File: src/rtl/selec_loader_pkg.sv
// Shared widths, field offsets, state encoding and types for the selection-word loader
// and the data_selector that slices its output.
package selec_loader_pkg;

  localparam int unsigned MAIN_INPUTS     = 16;
  localparam int unsigned REGS_INPUTS     = 64;
  localparam int unsigned OUTPUTS         = 4;
  localparam int unsigned OUTPUTS_PER_BUS = 4;

  localparam int unsigned MW      = $clog2(MAIN_INPUTS);
  localparam int unsigned RW      = $clog2(REGS_INPUTS);
  localparam int unsigned SLOTS   = OUTPUTS * OUTPUTS_PER_BUS;
  localparam int unsigned FIELD_W = 1 + MW + RW;
  localparam int unsigned SELEC_W = SLOTS * FIELD_W;
  localparam int unsigned SW      = $clog2(SLOTS);
  localparam int unsigned CW      = SW + 1;

  // Bit offsets of each sub-field inside one slot field
  localparam int unsigned ORIGIN_LSB = 0;
  localparam int unsigned MAIN_LSB   = 1;
  localparam int unsigned REGS_LSB   = 1 + MW;

  localparam logic [1:0] IDLE   = 2'd0;
  localparam logic [1:0] LOAD   = 2'd1;
  localparam logic [1:0] COMMIT = 2'd2;

  typedef struct packed {
    logic [RW-1:0] regs;
    logic [MW-1:0] main;
    logic          origin;
  } selecFieldT;

  typedef struct packed {
    logic [SW-1:0] slot;
    selecFieldT    field;
    logic          last;
  } selecEntryT;

  // Entry counter increment that sticks at SLOTS
  function automatic logic [CW-1:0] satInc(input logic [CW-1:0] count);
    return (count >= CW'(SLOTS)) ? count : count + CW'(1);
  endfunction

endpackage

File: src/rtl/selec_field_pack.sv
// Packs origin/main/regs into one slot field of the selection word.
module selec_field_pack
  import selec_loader_pkg::*;
(
  input  logic               origin,
  input  logic [MW-1:0]      main,
  input  logic [RW-1:0]      regs,
  output logic [FIELD_W-1:0] fieldC
);

  always_comb begin
    fieldC                    = '0;
    fieldC[ORIGIN_LSB]        = origin;
    fieldC[MAIN_LSB +: MW]    = main;
    fieldC[REGS_LSB +: RW]    = regs;
  end

endmodule

File: src/rtl/selec_loader.sv
// Streams per-slot selector entries into a shadow word and commits it atomically
// to the active selection word, flagging busy while a load is in flight.
module selec_loader
  import selec_loader_pkg::*;
(
  input  logic               clk,
  input  logic               rst,
  input  logic               wInValid,
  output logic               wInReady,
  input  logic [SW-1:0]      wInSlot,
  input  logic               wInOrigin,
  input  logic [MW-1:0]      wInMain,
  input  logic [RW-1:0]      wInRegs,
  input  logic               wInLast,
  input  logic               wAbort,
  output logic [SELEC_W-1:0] wSelec,
  output logic               wBusy,
  output logic               wDone,
  output logic [CW-1:0]      wCount
);

  logic [1:0]         state;
  logic [1:0]         stateNext;
  logic [SELEC_W-1:0] shadow;
  logic [SELEC_W-1:0] shadowNext;
  logic [SELEC_W-1:0] selecNext;
  logic               busyNext;
  logic               doneNext;
  logic [CW-1:0]      countNext;
  logic               accept;
  logic               loadWr;
  logic [FIELD_W-1:0] packedField;

  selec_field_pack uPack (
    .origin (wInOrigin),
    .main   (wInMain),
    .regs   (wInRegs),
    .fieldC (packedField)
  );

  // Abort wins over an offered entry, so the two never land on the same edge
  assign wInReady = !rst && (state != COMMIT) && !wAbort;
  assign accept   = wInValid && wInReady;

  always_ff @(posedge clk) begin
    if (rst) begin
      state  <= IDLE;
      shadow <= '0;
      wSelec <= '0;
      wBusy  <= 1'b0;
      wDone  <= 1'b0;
      wCount <= '0;
    end else begin
      state  <= stateNext;
      shadow <= shadowNext;
      wSelec <= selecNext;
      wBusy  <= busyNext;
      wDone  <= doneNext;
      wCount <= countNext;
    end
  end

  always_comb begin
    stateNext  = state;
    shadowNext = shadow;
    selecNext  = wSelec;
    busyNext   = wBusy;
    doneNext   = 1'b0;
    countNext  = wCount;
    loadWr     = 1'b0;

    case (state)
      IDLE: begin
        if (accept) begin
          loadWr    = 1'b1;
          stateNext = wInLast ? COMMIT : LOAD;
        end
      end
      LOAD: begin
        // Abort restores the shadow to the active word so the next load starts clean
        if (wAbort) begin
          stateNext  = IDLE;
          shadowNext = wSelec;
          countNext  = '0;
          busyNext   = 1'b0;
        end else if (accept) begin
          loadWr = 1'b1;
          if (wInLast) begin
            stateNext = COMMIT;
          end
        end
      end
      COMMIT: begin
        stateNext = IDLE;
        selecNext = shadow;
        doneNext  = 1'b1;
        countNext = '0;
        busyNext  = 1'b0;
      end
      default: begin
        stateNext = IDLE;
        busyNext  = 1'b0;
      end
    endcase

    // Out-of-range slot indices match no field and are dropped, but still counted
    if (loadWr) begin
      for (int k = 0; k < SLOTS; k++) begin
        if (wInSlot == SW'(k)) begin
          shadowNext[k*FIELD_W +: FIELD_W] = packedField;
        end
      end
      countNext = satInc(wCount);
      busyNext  = 1'b1;
    end
  end

endmodule

File: config.mk
export PLATFORM = sky130hd
export DESIGN_NAME = selec_loader
export DESIGN_NICKNAME = d
export VERILOG_FILES = /design/src/rtl/selec_loader_pkg.sv /design/src/rtl/selec_field_pack.sv /design/src/rtl/selec_loader.sv
export SDC_FILE = /design/constraint.sdc
export NUM_CORES = 1
export LEC_CHECK = 0
export CAP_MARGIN = 10
export CORE_MARGIN = 2
export CORE_UTILIZATION = 40
export DETAILED_ROUTE_END_ITERATION = 7
export SLEW_MARGIN = 0
export SYNTH_ARGS = -nofsm -noshare
export SYNTH_HDL_FRONTEND = slang
export SYNTH_HIERARCHICAL = 1
export SYNTH_SLANG_ARGS = --single-unit
File: constraint.sdc
create_clock -name clk -period 2.4 [get_ports clk]
set_input_delay 0.36 -clock clk [delete_from_list [all_inputs] [get_ports clk]]
set_output_delay 0.36 -clock clk [all_outputs]
set_load 0.02 [all_outputs]
# ---- Yosys cells after proc, flatten, opt, wreduce, memory -nomap -nowiden
# Cells that the tools add are included.
dict set report op_classes {
  n_addsub 1
  n_lt_le_gt_ge 1
  n_eq_ne 24
  muxes 36
  reduce_logical 11
}
# op n
set ops {}
lappend ops {{176-bit two-way mux} 3}
lappend ops {{11-bit two-way mux} 16}
lappend ops {{4-bit == test (second input constant)} 8}
lappend ops {{4-bit by 3-bit == test with 1-bit output (second input constant)} 4}
lappend ops {{5-bit two-way mux} 3}
lappend ops {{2-bit two-way mux} 5}
lappend ops {{5-bit case mux with 2 select lines} 1}
lappend ops {{3-bit inequality test (second input constant)} 3}
lappend ops {{4-bit by 2-bit == test with 1-bit output (second input constant)} 2}
lappend ops {{2-bit inequality test (second input constant)} 4}
lappend ops {{3-bit AND reduction} 2}
lappend ops {{5-bit by 1-bit adder with 5-bit output (second input constant)} 1}
lappend ops {{5-bit greater-or-equal comparator (second input constant)} 1}
lappend ops {{1-bit two-way mux} 5}
lappend ops {{4-bit by 1-bit == test with 1-bit output (second input constant)} 1}
lappend ops {{4-bit zero test} 1}
lappend ops {{1-bit case mux with 2 select lines} 2}
lappend ops {{2-bit case mux with 2 select lines} 1}
lappend ops {{1-bit logical AND} 3}
lappend ops {{3-bit nonzero test} 1}
lappend ops {{2-bit by 1-bit == test with 1-bit output (second input constant)} 1}
lappend ops {{2-bit == test (second input constant)} 1}
lappend ops {{1-bit zero test} 2}
lappend ops {{2-bit zero test} 1}
lappend ops {{2-bit AND reduction} 1}
dict set report totals {
  regBits 361
  in_bits 20
  out_inout_bits 184
  word_cells 79
}

# ---- Depth between registers and ports, before layout
# Gate-level depths: netlist of run 1.
dict set report depth {
  word_depth 9
  ltp_mapped 7
  depth_no_buf 4
}

# ---- By module
# The synthesis of run 1 kept the hierarchy.
# mod instances cells_per_inst area_per_inst_um2 seq_area_each_um2
set by_module_without_submodules {}
lappend by_module_without_submodules {selec_loader 1 1259 13681.9 7226.9}
lappend by_module_without_submodules {selec_field_pack 1 11 82.6 0.0}

# ---- Worst setup path before layout of run 1
# Ideal clock, no wire load.
dict set report synth_path {
  path_kind {register -> output}
  from {register state[0]}
  to {output wInReady}
  t_arrival_ps 1517
  t_required_ps 2040
  slack_ps 523
  stages_incl_launch_ff 6
  n_path_buf 2
  cell_sequence {dfxtp_1 -> inv_1 -> a21oi_1 -> buf_2 -> buf_2 -> nor2b_1}
}
dict set report synth_between {
  elab_chain_cells 3
}
# element line
set synth_lines {}
lappend synth_lines {{start: declaration} selec_loader.sv:22} ;# logic [1:0] state;
lappend synth_lines {{start signal: assignment} selec_loader.sv:54} ;# state <= stateNext;
lappend synth_lines {{2-bit inequality test} selec_loader.sv:42} ;# assign wInReady = !rst && (state != COMMIT) && !wAbort;
lappend synth_lines {{1-bit logical AND (2 in a row)} selec_loader.sv:42}
lappend synth_lines {{end: declaration} selec_loader.sv:9} ;# output logic wInReady,
# Every way passes these cells.

# ---- Worst setup path in the final report of run 1
# Same ends and word-level chain as after synthesis.

==> results of run 1 <==
==> per-stage QoR <==
| stage | total power, W | utilization [%] | cell area [sq um] |
|---|---|---|---|
| 2_1_floorplan | 0.006476 | - | 13760 |
| 3_3_place_gp | 0.006675 | 47.66 | 16060 |
| 3_5_place_dp | 0.006673 | 47.66 | 16060 |
| 4_1_cts | 0.01300 | 51.70 | 17420 |
| 5_1_grt | 0.01328 | 51.74 | 17440 |
| 6_report | 0.01288 | 51.74 | 17440 |
==> cell families after synthesis <==
logic type,after synthesis,synth area share (%)
flip-flops,361,52.50
AO/OA/AOI/OAI,359,21.39
AND/OR/NAND/NOR,220,7.272
multiplexers,178,12.95
buffers and inverters,149,5.663
XOR/XNOR,2,0.1273
adder cells (fa/ha/maj),1,0.09089
==> power breakdown <==
group / internal [W] / switching [W]
Sequential: 0.00602 / 0.0000174
Clock: 0.00391 / 0.00243
Combinational: 0.000147 / 0.000357
Total: 0.0101 / 0.00281
==> layer usage <==
layer  vias up  GRT usage, %  part of all wire (%)
met5         -             0                     0
met4         0         5.665                   1.9
met3        50         5.783                   7.0
met2       263         30.85                    43
met1      4991         29.59                    48
li1       4976             -                     -
==> worst paths after layout <==
path | cells past startpoint | slack, ns | startpoint | to
min | 2 | 0.17 | rst | wCount[1]$_SDFFE_PP0P_
max | 4 | 0.17 | state[0]$_SDFFE_PP0P_ | wInReady
max reg2reg | 5 | 0.52 | state[1]$_SDFFE_PP0P_ | shadow[7]$_SDFF_PP0_
min reg2reg | 1 | 0.46 | shadow[151]$_SDFF_PP0_ | wSelec[151]$_SDFFE_PP0P_
==> registers in the layout, indices dropped and copies added, names as in the netlist <==
| name | flops |
|---|---|
| shadow | 176 |
| wSelec | 176 |
| state | 2 |
| wDone | 1 |
| wCount | 5 |
| wBusy | 1 |
==> final cells by class <==
type,instances,area [sq um]
Antenna cell,4,10.01
Clock buffer,55,1159
Clock inverter,14,203.9
Fill cell,2985,16260
Inverter,1,3.754
Multi-Input combinational cell,760,5779
Sequential cell,361,7227
Tap cell,448,560.5
Timing Repair Buffer,246,2492
==> critical path: stages, from the launching register on <==
cell and delay, ns:
sky130_fd_sc_hd__dfxtp_1 0.41, sky130_fd_sc_hd__inv_1 0.13, sky130_fd_sc_hd__a21oi_4 0.19, sky130_fd_sc_hd__nor2b_2 0.25, sky130_fd_sc_hd__dlygate4sd2_1 0.37
==> cells in the final DEF, fill, tap and decap left out, types with 2 or more instances in the layout <==
cell type,Yosys,routed
sky130_fd_sc_hd__nand3b_1,2,2
sky130_fd_sc_hd__and2_1,2,2
sky130_fd_sc_hd__nand4_1,5,5
sky130_fd_sc_hd__buf_4,12,32
sky130_fd_sc_hd__nand3_4,2,2
sky130_fd_sc_hd__clkinv_2,0,6
sky130_fd_sc_hd__clkinvlp_4,0,2
sky130_fd_sc_hd__buf_12,1,11
sky130_fd_sc_hd__nand2_1,2,2
sky130_fd_sc_hd__clkbuf_8,0,8
sky130_fd_sc_hd__bufinv_16,0,5
sky130_fd_sc_hd__dfxtp_1,361,361
sky130_fd_sc_hd__a211oi_2,7,7
sky130_fd_sc_hd__nand4b_1,3,3
sky130_fd_sc_hd__mux2i_1,177,177
sky130_fd_sc_hd__nor2_1,186,185
sky130_fd_sc_hd__clkdlybuf4s50_1,0,201
sky130_fd_sc_hd__a22o_1,176,176
sky130_fd_sc_hd__a211oi_1,169,169
sky130_fd_sc_hd__clkbuf_1,46,6
sky130_fd_sc_hd__nand3_2,6,6
sky130_fd_sc_hd__clkbuf_16,0,41
sky130_fd_sc_hd__diode_2,0,4
sky130_fd_sc_hd__nor2b_1,4,3
==> what timing repair did <==
item                       in CTS  in global routing
setup endpoints to repair       1                  1
hold buffers                    0                  0
resized for setup               1                  1
hold endpoints to repair        0                  0
==> load_flow_metrics.sql, run 1 <==
INSERT INTO impl_metrics (metric_group, metric, value, unit) VALUES
('die', 'start_util', '40.84', '%'),
('place', 'pre_cts_slack', '0.1576', 'ns'),
('logic_synthesis', 'synth_top_cells_by_count', 'sky130_fd_sc_hd__dfxtp_1, sky130_fd_sc_hd__nor2_1, sky130_fd_sc_hd__mux2i_1, sky130_fd_sc_hd__a22o_1, sky130_fd_sc_hd__a211oi_1', ''),
('place', 'gp_congestion', '0.7419', ''),
('global_route', 'grt_use_total', '20.80', '%'),
('place', 'placedCellCount', '1816', ''),
('logic_synthesis', 'syn-instance-count', '1270', ''),
('worst_setup_path', 'timing.critical_path.required', '2.04', 'ns'),
('logic_synthesis', 'synth.net_count', '1291', ''),
('cts', 'cts_setup_buffers', '0', ''),
('sta', 'timing.fmax', '449.4', 'MHz'),
('place', 'port-buffer-count', '203', ''),
('sta', 'tightestPinTransition', '0.8997', 'ns'),
('sta', 'final_period_minus_worst_setup_slack', '2.225', 'ns'),
('die', 'die_area', '35910', 'sq um'),
('die', 'core_region_area', '33700', 'sq um'),
('logic_synthesis', 'synth.area.top_cells', 'sky130_fd_sc_hd__dfxtp_1, sky130_fd_sc_hd__mux2i_1, sky130_fd_sc_hd__a22o_1, sky130_fd_sc_hd__a211oi_1, sky130_fd_sc_hd__nor2_1', ''),
('worst_setup_path', 'crit_path_max_fanout', '6', ''),
('min_path', 'hold_class', 'in -> reg', ''),
('logic_synthesis', 'synth_enable_flop_cells', '0', ''),
('die', 'dieHeight', '189.5', 'microns'),
('cells_and_area', 'flow.area_growth_from_synthesis', '26.67', '%'),
('die', 'rows', '67', ''),
('cts', 'ctsRootBufferMaster', 'sky130_fd_sc_hd__clkbuf_16', ''),
('detailed_routing', 'via_count', '10280', ''),
('detailed_routing', 'via_per_inst', '5.442', ''),
('place', 'hpwl', '21480', 'microns'),
('die', 'die_w', '189.5', 'microns'),
('cts', 'clock_sinks', '361', ''),
('sta', 'setup_total_negative_slack', '0', 'ns'),
('cts', 'tritoncts', 'yes', ''),
('sta', 'slew_viol_final', '0', ''),
('logic_synthesis', 'synth_area_per_cell', '10.84', 'sq um'),
('cells_and_area', 'final_net_count', '1431', ''),
('power_and_ir_drop', 'p_leak', '7.411', 'nW'),
('logic_synthesis', 'yosys.cell_count.top_type', 'sky130_fd_sc_hd__dfxtp_1', ''),
('global_route', 'grt_pass1_wl', '58820', 'microns'),
('detailed_routing', 'drc_errors', '0', ''),
('detailed_routing', 'antenna_left', '0', ''),
('logic_synthesis', 'yosys_most_used_dff', 'sky130_fd_sc_hd__dfxtp_1', ''),
('logic_synthesis', 'synth.ff_latch_count', '361', ''),
('sta', 'setup_viol', '0', ''),
('detailed_routing', 'detailedRoute.firstIterationViolations', '643', ''),
('detailed_routing', 'detail_route.wl_per_cell', '20.25', 'microns'),
('global_route', 'grt_start_max_net_pins', '178', ''),
('logic_synthesis', 'synth_top_cell_area_share', '52.50', '%'),
('cts', 'path_clk_slew', '0.06', 'ns'),
('worst_setup_path', 'worst_setup_path_end_kind', 'output port', ''),
('logic_synthesis', 'yosys.area.top_type', 'sky130_fd_sc_hd__dfxtp_1', ''),
('worst_setup_path', 'critPathLaunchType', 'flip-flop', ''),
('detailed_routing', 'wirelength', '38260', 'microns'),
('sta', 'final-hold-violation-count', '0', ''),
('logic_synthesis', 'yosysSeqAreaShare', '52.50', '%'),
('sta', 'min_period_over_period', '92.71', '%'),
('logic_synthesis', 'postSynth.asyncResetShare', '0', '%'),
('global_route', 'globalRouteOverflowTotal', '0', ''),
('worst_setup_path', 'arr_time_crit_path', '1.87', 'ns'),
('sta', 'finalClockSkew', '0.01027', 'ns'),
('power_and_ir_drop', 'power_density', '738.6', 'nW/um^2'),
('outcome', 'status', 'completed', ''),
('power_and_ir_drop', 'irDropWorstVdd', '415.3', 'uV'),
('logic_synthesis', 'synthesis.yosys.warnings', '6', ''),
('logic_synthesis', 'syn-cell-area', '13760', 'sq um'),
('die', 'pin_count', '204', ''),
('global_route', 'antenna_violations_before_repair', '4', ''),
('sta', 'timing.max_slew.rel_slack', '40.02', '%'),
('logic_synthesis', 'ys_types', '40', ''),
('sta', 'postLayoutSetupSlackWorst', '0.1750', 'ns'),
('cts', 'cts_htree_levels', '2', ''),
('global_route', 'number_of_global_route_vias_before_repair', '9796', ''),
('sta', 'setup_repair_after_global_routing_missed_its_margin', 'no', ''),
('worst_setup_path', 'timing.setup.critical_path_class', 'reg -> out', ''),
('cts', 'number_of_buffers_between_clock_root_and_the_deepest_sink', '3', ''),
('run', 'cap_violations', '0', ''),
('cts', 'clk_latency', '0.51', 'ns'),
('cts', 'number_of_clock_buffers_inserted_by_tritoncts', '40', ''),
('cells_and_area', 'drive_above_1_share', '8.907', '%'),
('cells_and_area', 'non_filler_cells_in_the_finished_layout', '1889', ''),
('sta', 'worst_hold_slack', '0.1716', 'ns'),
('detailed_routing', 'dr.pass1.iters', '5', '');
Power figures use the tool's default switching activity.
==> run 2: changes to the inputs <==
Settings changed: ABC_AREA set to 1.
==> run 2 against run 1 <==
- clock power increased by 3%
- total power increased by 3.2%
- critical path depth increased by 1
- maximum frequency decreased by 1.3%
- utilization decreased by 1.6 points
- first-iteration DRC count increased by 69%
- synthesized cell count increased by 100%
- sequential cell count unchanged
- cell area increased by 17%
- routed wire length increased by 37%
- die area increased by 19%
- largest cell class is now multi-input combinational cells
==> load_flow_metrics.sql, run 2 <==
INSERT INTO impl_metrics (metric_group, metric, value, unit) VALUES
('logic_synthesis', 'synth.net_count', '2624', ''),
('cts', 'cts_htree_levels', '2', ''),
('sta', 'setup_repair_after_global_routing_missed_its_margin', 'no', ''),
('sta', 'slew_viol_final', '0', ''),
('cells_and_area', 'final_core_utilization', '50.09', '%'),
('cts', 'path_clk_slew', '0.06', 'ns'),
('detailed_routing', 'wirelength', '52440', 'microns'),
('sta', 'final_period_minus_worst_setup_slack', '2.254', 'ns'),
('detailed_routing', 'detailedRoute.firstIterationViolations', '1089', ''),
('sta', 'setup_total_negative_slack', '0', 'ns'),
('cells_and_area', 'final_cell_mix', 'sky130_fd_sc_hd__nand2_1, sky130_fd_sc_hd__dfxtp_1, sky130_fd_sc_hd__inv_1', ''),
('die', 'dieHeight', '207.1', 'microns'),
('sta', 'timing.fmax', '443.6', 'MHz'),
('cells_and_area', 'number_of_antenna_repair_diodes', '0', ''),
('cts', 'number_of_clock_buffers_inserted_by_tritoncts', '41', ''),
('logic_synthesis', 'yosys.area.top_type', 'sky130_fd_sc_hd__dfxtp_1', ''),
('detailed_routing', 'drc_errors', '0', ''),
('logic_synthesis', 'synth_area_per_cell', '6.339', 'sq um'),
('cts', 'clk_latency', '0.56', 'ns'),
('die', 'die_area', '42890', 'sq um'),
('power_and_ir_drop', 'p_leak', '7.348', 'nW'),
('logic_synthesis', 'yosysSeqAreaShare', '43.80', '%'),
('sta', 'timing.max_slew.rel_slack', '52.64', '%'),
('worst_setup_path', 'worst_setup_path_endpoint', 'wInReady', ''),
('global_route', 'grt_pass1_wl', '83450', 'microns'),
('sta', 'setup_viol', '0', ''),
('sta', 'min_period_over_period', '93.92', '%'),
('cts', 'number_of_buffers_between_clock_root_and_the_deepest_sink', '3', ''),
('logic_synthesis', 'synthesis.yosys.warnings', '6', ''),
('cts', 'ctsRootBufferMaster', 'sky130_fd_sc_hd__clkbuf_16', ''),
('cts', 'tritoncts', 'yes', ''),
('worst_setup_path', 'arr_time_crit_path', '1.89', 'ns'),
('outcome', 'status', 'completed', ''),
('place', 'gp_congestion', '0.7841', ''),
('logic_synthesis', 'synth_enable_flop_cells', '0', ''),
('worst_setup_path', 'critical_r2r_capture', 'shadow[29]$_SDFF_PP0_', ''),
('place', 'hpwl', '30210', 'microns'),
('worst_setup_path', 'timing.setup.critical_path_class', 'reg -> out', ''),
('logic_synthesis', 'yosys_most_used_dff', 'sky130_fd_sc_hd__dfxtp_1', ''),
('logic_synthesis', 'synth.ff_latch_count', '361', ''),
('logic_synthesis', 'yosys.cell_count.top_type', 'sky130_fd_sc_hd__nand2_1', ''),
('die', 'start_util', '40.50', '%'),
('global_route', 'number_of_global_route_vias_before_repair', '15386', ''),
('global_route', 'antenna_violations_before_repair', '2', ''),
('cells_and_area', 'final_net_count', '2725', ''),
('cells_and_area', 'fill_cells', '4055', ''),
('worst_setup_path', 'timing.critical_path.required', '2.04', 'ns'),
('die', 'rows', '74', ''),
('detailed_routing', 'via_per_inst', '5.005', ''),
('cells_and_area', 'finish.instance_area', '20410', 'sq um'),
('logic_synthesis', 'synth.area.top_cells', 'sky130_fd_sc_hd__dfxtp_1, sky130_fd_sc_hd__nand2_1, sky130_fd_sc_hd__a21oi_1, sky130_fd_sc_hd__o21ai_0, sky130_fd_sc_hd__o21ai_1', ''),
('worst_setup_path', 'worst_setup_path_end_kind', 'output port', ''),
('sta', 'final-hold-violation-count', '0', ''),
('place', 'placed_area', '19010', 'sq um'),
('logic_synthesis', 'synth_top_cell_area_share', '43.80', '%'),
('min_path', 'hold_class', 'in -> reg', ''),
('global_route', 'globalRouteOverflowTotal', '0', ''),
('cells_and_area', 'regArea', '7227', 'sq um'),
('cells_and_area', 'flow.area_growth_from_synthesis', '23.68', '%'),
('logic_synthesis', 'ys_types', '22', ''),
('worst_setup_path', 'critPathLaunch', 'state[0]$_SDFFE_PP0P_', ''),
('power_and_ir_drop', 'irDropWorstVdd', '469.8', 'uV'),
('global_route', 'grt_use_total', '23.94', '%'),
('sta', 'postLayoutSetupSlackWorst', '0.1458', 'ns'),
('detailed_routing', 'antenna_left', '0', ''),
('detailed_routing', 'via_count', '16356', ''),
('worst_setup_path', 'worst_r2r_path_depth', '7', ''),
('die', 'pin_count', '204', ''),
('detailed_routing', 'detail_route.wl_per_cell', '16.05', 'microns'),
('place', 'port-buffer-count', '203', ''),
('worst_setup_path', 'worst_r2r_startpoint', 'state[0]$_SDFFE_PP0P_', ''),
('cts', 'clock_sinks', '361', ''),
('logic_synthesis', 'postSynth.asyncResetShare', '0', '%'),
('die', 'die_w', '207.1', 'microns'),
('cells_and_area', 'largestRegisters', 'shadow: 176 flops, wSelec: 176 flops, wCount: 5 flops', ''),
('worst_setup_path', 'reg2reg_slack', '0.53', 'ns'),
('worst_setup_path', 'critPathLaunchType', 'flip-flop', ''),
('cts', 'post_cts_hold_buffer_count', '0', ''),
('run', 'cap_violations', '0', ''),
('logic_synthesis', 'syn-instance-count', '2603', ''),
('cells_and_area', 'multiInputGateArea', '7644', 'sq um'),
('global_route', 'grt_start_max_net_pins', '131', ''),
('power_and_ir_drop', 'power_density', '651.0', 'nW/um^2'),
('logic_synthesis', 'synth_top_cells_by_count', 'sky130_fd_sc_hd__nand2_1, sky130_fd_sc_hd__dfxtp_1, sky130_fd_sc_hd__inv_1, sky130_fd_sc_hd__a21oi_1, sky130_fd_sc_hd__o21ai_0', ''),
('cells_and_area', 'layout_commonest_cell', 'sky130_fd_sc_hd__nand2_1', ''),
('sta', 'finalClockSkew', '0.01151', 'ns'),
('logic_synthesis', 'syn-cell-area', '16500', 'sq um'),
('place', 'pre_cts_slack', '0.1490', 'ns'),
('worst_setup_path', 'crit_path_max_fanout', '4', ''),
('sta', 'tightestPinTransition', '0.7104', 'ns'),
('die', 'core_region_area', '40740', 'sq um'),
('cells_and_area', 'drive_above_1_share', '4.715', '%'),
('detailed_routing', 'dr.pass1.iters', '5', '');
## run 2: worst min path at each step
stage	start	endpoint	slack [ns]	depth (start not counted)
floorplan	shadow[0]$_SDFF_PP0_	wSelec[0]$_SDFFE_PP0P_	0.43	2
global placement	shadow[119]$_SDFF_PP0_	wSelec[119]$_SDFFE_PP0P_	0.43	2
detailed placement	shadow[56]$_SDFF_PP0_	wSelec[56]$_SDFFE_PP0P_	0.44	2
CTS	rst	wCount[1]$_SDFFE_PP0P_	0.13	4
global route	rst	wCount[1]$_SDFFE_PP0P_	0.19	4
finish	rst	wCount[1]$_SDFFE_PP0P_	0.16	4
## run 2: metrics by stage
step                      total power (W)  hold WS, ns  instances
after global placement           0.006893       0.4307       3193
after global routing              0.01371       0.1891       3268
final                             0.01329       0.1637       3268
after CTS                         0.01343       0.1334       3268
after detailed placement         0.006897       0.4390       3193
after floorplan                  0.006584       0.4286       2603
## run 2: kinds of logic (layout without fill, tap and decap cells)
family                   after synthesis  after routing  share of synthesized area, %
adder cells (fa/ha/maj)                1              1                       0.07582
buffers and inverters                410            543                         10.05
AND/OR/NAND/NOR                     1291           1291                         29.65
XOR/XNOR                               1              1                       0.05309
flip-flops                           361            361                         43.80
AO/OA/AOI/OAI                        539            539                         16.37
## run 2: where the power goes
part | switching, W | leakage, nW | internal [W]
logic | 0.000562 | 3.74 | 0.000177
registers | 0.0000140 | 2.91 | 0.00601
clock network | 0.00258 | 0.701 | 0.00394
## run 2: critical path: stages, from the launching register on
cell	delay (ns)
sky130_fd_sc_hd__dfxtp_1	0.43
sky130_fd_sc_hd__inv_1	0.10
sky130_fd_sc_hd__nand2_1	0.19
sky130_fd_sc_hd__nand3_1	0.12
sky130_fd_sc_hd__inv_1	0.14
sky130_fd_sc_hd__dlygate4sd2_1	0.36
## run 2: layout make-up
cell class	instances	area share, %
Timing Repair Buffer	257	13.11
Multi-Input combinational cell	1832	37.46
Tap cell	532	3.262
Clock inverter	13	0.7051
Clock buffer	62	6.162
Sequential cell	361	35.41
Inverter	211	3.893
## run 2: per-layer routing
| layer | share of wire, % | wire length (microns) | vias to the layer above | global-route usage, % |
|---|---|---|---|---|
| met3 | 6.1 | 3203 | 102 | 4.776 |
| met2 | 46 | 24230 | 440 | 39.75 |
| li1 | - | - | 8253 | - |
| met5 | 0.051 | 27 | - | 0 |
| met4 | 3.2 | 1700 | 4 | 8.325 |
| met1 | 44 | 23280 | 7557 | 30.95 |
## run 2: what timing repair did
action / 4_1_cts / 5_1_grt
resized for setup: 1 / 0
endpoints found under the setup margin: 1 / 0
buffers inserted: 0 / 0
==> RTL edit, RTL diff (config.mk and constraints of run 2) <==
`MAIN_INPUTS`: 16 -> 32.
--- a/src/rtl/selec_loader_pkg.sv
+++ b/src/rtl/selec_loader_pkg.sv
@@ -2,7 +2,7 @@
 // and the data_selector that slices its output.
 package selec_loader_pkg;
 
-  localparam int unsigned MAIN_INPUTS     = 16;
+  localparam int unsigned MAIN_INPUTS     = 32;
   localparam int unsigned REGS_INPUTS     = 64;
   localparam int unsigned OUTPUTS         = 4;
   localparam int unsigned OUTPUTS_PER_BUS = 4;
Ports: changed (resized wInMain and wSelec); port bits go from 204 to 221. The function was not compared with the original's and may differ.
==> RTL edit against run 2 <==
  * Count of clock-buffer cells in the layout rose by 1
  * Area after synthesis grew 12%
  * Die area is 12% higher
  * Final area rose by 11%
  * Sequential cell count is 32 higher
  * Worst hold slack better by 0.19 ns
  * Routed wire length rose by 11%
  * Total power rose by 6.7%
  * Sequential power is 8.8% higher
  * Core utilization shrank 0.19 points
  * Worst setup slack better by 0.084 ns
  * First-iteration DRC count grew 11%
  * Critical path type is now primary input to primary output
  * Largest cell class unchanged
==> RTL edit: results (changes against run 2) <==
| Metric | Value |
|---|---|
| Placed Cells | `3501 (+9.6%)` |
| Switch share | `0.244 (+0.00610)` |
| Share of layout cells above drive strength 1 | `0.0896 (+0.0424)` |
| Most frequent cells after synthesis | `nand2_1 (1363), dfxtp_1 (393), inv_1 (226)` |
| PwrDens | `623 mW/mm^2 (-4.3%)` |
| Synth area leaders | `dfxtp_1 (42%), nand2_1 (28%), o21ai_2 (5.6%)` |
| Worst-skew pair later-pin latency | `0.59 ns (+0.03 ns)` |
| Leak | `8.26 nW (+12%)` |
| # Post-CTS Setup Buffers | `0 (unchanged)` |
| First-pass GRT wire length | `90600 um (+8.6%)` |
| Number of fill cells | `4419 (+9.0%)` |
| Vias | `17908 (+9.5%)` |
| Post-synth net total | `2850 (+8.6%)` |
| Placed cell area | `0.0213 mm^2 (+12%)` |
| Slowest CP cell | `dlygate4sd3_1` |
| Ys async rst share | `0 (unchanged)` |
| Number of nets in the layout | `2970 (+9.0%)` |
| Placer Congestion | `0.784 (about the same)` |
| Worst Hold Class | `primary input to flop` |
| Max_cap viols | `0 (unchanged)` |
| Worst Tran Pin Value | `1.13 ns (+0.416 ns)` |
| Number of unique standard cell types used by synthesis | `27 (+23%)` |
| Setup WS pre-CTS | `0.0917 ns (-0.0573 ns)` |
| HPWL after DPL | `34400 um (+14%)` |
| Tot GR Track Use | `0.240 (+0.000245)` |
| DR WL/cell | `16.3 um (+1.5%)` |
| CP max FO | `6 (+2)` |
| Initial DRC count | `1205 (+11%)` |
| Peak VDD IR | `385 uV (-18%)` |
| Largest net degree at the start of global routing | `194 (+48%)` |
| Total Wirelength | `58300 um (+11%)` |
| Area fraction in compound gates after synthesis | `0.182 (+0.0187)` |
| Vias in the first global route | `16895 (+9.8%)` |
| Root Driver | `clkbuf_16` |
| Clock buffer count from CTS | `44 (+7.3%)` |
| Multiplexer share of the synthesized area | `0 (unchanged)` |
| Post-Synth XOR/XNOR Area | `0.000472 (-0.0000587)` |
| Clock Tree Buf Depth | `3 (unchanged)` |
| Synth Area in Adders | `0.000674 (-0.0000839)` |
| Fin util | `0.499 (-0.00191)` |
| Max incr delay on CP | `0.59 ns (+0.16 ns)` |
| PortBufs | `220 (+8.4%)` |
| Worst Skew | `0.0146 ns (+0.00314 ns)` |
| Cell count after synthesis | `2828 (+8.6%)` |
| Run status | `completed` |
| Critical path arrival | `1.81 ns (-0.08 ns)` |
| Seq/Total Area, Yosys | `0.424 (-0.0139)` |
| Largest registers | `shadow: 192 flops, wSelec: 192 flops, wCount: 5 flops` |
| Clock transition at path regs | `0.06 ns (about the same)` |
RTL edit: cell families (layout without fill, tap and decap cells):
kind of cell,count (synthesis),count (layout)
compound gates,587,587
xor+xnor,1,1
fa+ha+maj,1,1
buf+inv,443,595
flops,393,393
other cells,0,1
simple gates,1403,1403
RTL edit: critical path: cells and delay by family:
kind | cells | cell delay, ns
AND/OR/NAND/NOR | 1 | 0.12
buffers and inverters | 5 | 1.33
RTL edit: worst paths after layout:
| check | slack (ns) | start | cells after the start | endpoint |
|---|---|---|---|---|
| max reg2reg | 0.52 | state[1] | 10 | shadow[76] |
| min reg2reg | 0.45 | shadow[3] | 2 | wSelec[3] |
| min | 0.35 | wInLast | 3 | state[1] |
| max | 0.23 | rst | 6 | wInReady |
RTL edit: power groups by stage:
stage / clock network, mW / logic (mW) / registers [mW]
2_1_floorplan: 0 / 0.500 / 6.71
5_1_grt: 7.15 / 0.916 / 6.56
6_report: 6.76 / 0.856 / 6.56
4_1_cts: 6.93 / 0.857 / 6.56
3_5_place_dp: 0 / 0.853 / 6.70
3_3_place_gp: 0 / 0.846 / 6.70
RTL edit: layout make-up:
type                       instances  share of cell area
multi-input combinational       1992               0.385
sequential                       393               0.346
timing repair buffer             290               0.135
clock buffer                      63              0.0569
inverter                         227              0.0376
tap                              600              0.0330
clock inverter                    15             0.00616
antenna                            1            0.000110
RTL edit: repair_timing:
item                                    in CTS  in global routing
endpoints found under the setup margin       1                  0
hold buffers                                 1                  0
resized for setup                            1                  0
hold endpoints to repair                     1                  0
RTL edit: routing by layer:
layer | vias up | GRT usage | wire (um)
met2 | 489 | 0.407 | 27600
li1 | 8974 | - | -
met1 | 8319 | 0.300 | 25400
met5 | - | 0 | 12
met3 | 124 | 0.0388 | 3350
met4 | 2 | 0.101 | 2020
